===== src/rtl/dmem_access_ctrl.sv =====
// dmem_access_ctrl: MEM-stage data-memory sequencer with req/ready handshake,
// pipeline stall, load-data capture and per-access timeout.
module dmem_access_ctrl #(
    parameter int XLEN        = 32,
    parameter int ADDR_W      = 32,
    parameter int TIMEOUT_CYC = 64
) (
    input  logic              clk,
    input  logic              rst_n,
    input  logic              mem_w_en,
    input  logic              mem_r_en,
    input  logic [ADDR_W-1:0] addr,
    input  logic [XLEN-1:0]   wdata,
    output logic              stall,
    output logic [XLEN-1:0]   rdata,
    output logic              rdata_valid,
    output logic              err,
    output logic              dmem_req,
    output logic              dmem_we,
    output logic [ADDR_W-1:0] dmem_addr,
    output logic [XLEN-1:0]   dmem_wdata,
    input  logic              dmem_ready,
    input  logic [XLEN-1:0]   dmem_rdata
);
    localparam int CW = (TIMEOUT_CYC > 2) ? $clog2(TIMEOUT_CYC) : 1;

    typedef enum logic [1:0] {IDLE, REQ, DONE} state_t;

    state_t        state;
    logic [CW-1:0] cnt;

    // DONE releases the stall so the instruction advances at that cycle's edge
    assign stall = (state == REQ) || (state == IDLE && (mem_w_en || mem_r_en));

    always_ff @(posedge clk or negedge rst_n) begin
        if (!rst_n) begin
            state       <= IDLE;
            cnt         <= '0;
            dmem_req    <= 1'b0;
            dmem_we     <= 1'b0;
            dmem_addr   <= '0;
            dmem_wdata  <= '0;
            rdata       <= '0;
            rdata_valid <= 1'b0;
            err         <= 1'b0;
        end else begin
            rdata_valid <= 1'b0;
            err         <= 1'b0;
            case (state)
                IDLE: if (mem_w_en || mem_r_en) begin
                    dmem_addr  <= addr;
                    dmem_wdata <= wdata;
                    dmem_we    <= mem_w_en;
                    dmem_req   <= 1'b1;
                    cnt        <= '0;
                    state      <= REQ;
                end
                REQ: if (dmem_ready) begin
                    dmem_req    <= 1'b0;
                    rdata_valid <= ~dmem_we;
                    if (!dmem_we) rdata <= dmem_rdata;
                    state       <= DONE;
                end else if (cnt == CW'(TIMEOUT_CYC - 1)) begin
                    dmem_req    <= 1'b0;
                    err         <= 1'b1;
                    rdata_valid <= ~dmem_we;
                    if (!dmem_we) rdata <= '0;
                    state       <= DONE;
                end else begin
                    cnt <= cnt + 1'b1;
                end
                default: state <= IDLE;
            endcase
        end
    end
endmodule


===== config.mk =====
export PLATFORM = sky130hd
export DESIGN_NAME = dmem_access_ctrl
export DESIGN_NICKNAME = d
export VERILOG_FILES = /design/src/rtl/dmem_access_ctrl.sv
export SDC_FILE = /design/constraint.sdc
export NUM_CORES = 1
export LEC_CHECK = 0
export CORE_MARGIN = 2
export CORE_UTILIZATION = 45
export DETAILED_ROUTE_END_ITERATION = 10
export GPL_ROUTABILITY_DRIVEN = 0
export PLACE_DENSITY = 0.86
export SLEW_MARGIN = 20
export SYNTH_ARGS = -nofsm -noshare
export SYNTH_HDL_FRONTEND = slang
export SYNTH_SLANG_ARGS = --single-unit

===== constraint.sdc =====
create_clock -name clk -period 2.86 [get_ports clk]
set_input_delay 0.572 -clock clk [delete_from_list [all_inputs] [get_ports clk]]
set_output_delay 0.572 -clock clk [all_outputs]
set_load 0.02 [all_outputs]

==> impl_metrics.toml, run 1 <==
[clock_tree]
cts_setup_buffers = 0
cts-resized-gates = 0
cts_max_level = 3
clock_latency_ns = 0.37
hold_buffers = 0
clockRootBuffer = "clkbuf_8"
clkSinkCount = 108
clockBufferDepth = 2
cts_buffers = 9
cts_tree = "built"
clk_pin_slew_ns = 0.11

[layout]
stdcell_count = 643
fill_cells = 704
layout.nets = 607
drive_gt1_share_pct = 18.6
syn2layout_area_growth_pct = 52.9
final_cell_mix = "clkdlybuf4s50_1, dfrtp_1, mux2_2"
n_antenna_cell = 0
fin_util_pct = 70.1
final_common_cell = "clkdlybuf4s50_1"
seqCellArea_um2 = 2700
multiInputGateArea_um2 = 1590

[timing]
max_clock_freq_mhz = 401
worst_pin_slew_ns = 0.719
period_needed_ns = 2.50
rsz0062_at_grt = "no"
setup_viol = 0
period_share_pct = 87.2
finalHoldViolations = 0
relSlewSlack_pct = 52.0
final.setup_skew_ns = 0.0120
drv_slew = 0
tns_ns = 0

[logic_synthesis]
ys_seq_area_share_pct = 60.9
ys.flop_type = "dfrtp_1"
synthCells = 305
yosys-top-cells-area = "dfrtp_1, mux2_2, a22o_1, a21o_1, buf_6"
yosysTopAreaCellShare_pct = 60.9
synthArstFlopShare_pct = 100
yosys.area.top_type = "dfrtp_1"
synth_cell_types = 36
yosysWarningCount = 0
synth-seq-cells = 108
synth_fp_nets = 407
synth_edf_count = 0
synth_area_um2 = 4440
synth.avg_cell_area_um2 = 14.5

[route]
dr.pass1.iters = 4
drt_iter0_drc = 61
ant_nets = 0
viasPerCell = 5.09
wl_per_cell_um = 16.8
vias = 3270
drc = 0
routed_wl_um = 10800

[setup_path]
arrival_ns = 1.92
end_kind = "primary output"
worst_ep_required_time_ns = 2.29
worstPathMaxFanout = 4
crit_type = "input pin to primary output"
start_kind = "input pin"

[die]
chipHeight_um = 103
top_level_ports = 202
row_count = 36
start_util_pct = 45.8
core_region_area_um2 = 9680
die_x_um = 103
die-area_um2 = 10700

[placed_design]
dp_hpwl_um = 8040
dp_cells = 627
io_buffers = 201

[power_and_ir_drop]
p_leak_nw = 2.79
ir_drop_mv = 0.724
power.density_nw_per_um2 = 1180
swShare_pct = 36.7
intPower_mw = 5.05
power.switching_mw = 2.93
seqPwrFrac_pct = 34.3
p_clk_share_pct = 12.1
comb_power_share_pct = 53.6
power_mw = 7.98

[run_status]
status = "complete, no violations"

[run]
drv_cap = 0

[global_routing]
grt_pass1_wl_um = 16300
grt_overflow = 0
grt_pass1_vias = 3343
antenna_found_initial = 0
track_usage_pct = 20.0
grt_max_degree = 58

[hold_path]
min_path_type = "input pin to async pin"
## Yosys cell counts, types with 3 or more instances
library cell,count
a21o_1,32
a22o_1,33
buf_2,8
buf_6,6
buf_8,3
dfrtp_1,108
inv_1,3
mux2_2,65
mux2i_1,3
nand2_1,5
nor2_1,7
o21ai_0,4
## per-stage QoR
stage | area, um^2 | setup WS [ns] | hold slack [ns]
after detailed placement | 6580 | 0.368 | 0.488
final | 6790 | 0.365 | 0.213
after floorplan | 4440 | 1.09 | 0.276
after CTS | 6790 | 0.357 | 0.234
after global placement | 6580 | 0.401 | 0.482
after global routing | 6790 | 0.209 | 0.255
## worst paths after layout
kind                           start        endpoint  slack, ns  depth (start not counted)
max                         mem_r_en           stall       0.36                          4
min                            rst_n  dmem_wdata[23]       0.21                          1
max reg2reg                 state[1]  dmem_wdata[22]       0.90                          4
min reg2reg                rdata[16]       rdata[16]       0.51                          1
max in group asynchronous      rst_n   dmem_addr[16]       1.88                          2
min in group clk           rdata[16]       rdata[16]       0.51                          1
## kinds of logic (layout without fill, tap and decap cells)
family | count (synthesis) | in the layout | synth area share [%]
buffers and inverters | 22 | 227 | 3.95
muxes | 68 | 68 | 17.2
DFF | 108 | 108 | 60.9
and+or+nand+nor | 27 | 27 | 3.44
AOI/OAI and AO/OA | 79 | 79 | 14.2
adders and majority gates | 1 | 1 | 0.282
## sequential cells by signal (all words and copies together), names as in the netlist
register and count:
cnt 6, dmem_addr 32, dmem_req 1, dmem_wdata 32, dmem_we 1, err 1
rdata 32, rdata_valid 1, state 2
## critical path, stage by stage
cell	delay (ns)
clkdlybuf4s50_1	0.52
o21ai_0	0.13
nand2_1	0.09
clkdlybuf4s50_1	0.60
## metal layers
metal	vias to the layer above	track usage, %	wire length, um
met3	10	7.19	980
li1	1523	-	-
met4	0	5.97	110
met1	1605	23.3	4130
met2	132	34.7	5610
met5	-	0	0
## area by class of cell
type / count / area share, %
Multi-Input combinational cell: 175 / 23.4
Clock buffer: 10 / 2.03
Clock inverter: 6 / 1.03
Inverter: 3 / 0.166
Timing Repair Buffer: 208 / 31.1
Sequential cell: 108 / 39.8
Tap cell: 133 / 2.45
## power by group through the flow
stage          clock (mW)  sequential (mW)  combinational (mW)
6_report            0.965             2.74                4.28
5_1_grt              1.05             2.84                4.55
4_1_cts             0.994             2.75                4.33
3_5_place_dp            0             2.78                4.31
3_3_place_gp            0             2.72                4.22
2_1_floorplan           0             3.59                1.58
Note: power is estimated with default switching activity, not from simulation.
==> run 2: changes to the inputs <==
- ABC_CLOCK_PERIOD_IN_PS: not set -> 2860
- CAP_MARGIN: not set -> 20
==> results of run 2 <==
Final layout, timing and power as in run 1 (identical DEF).
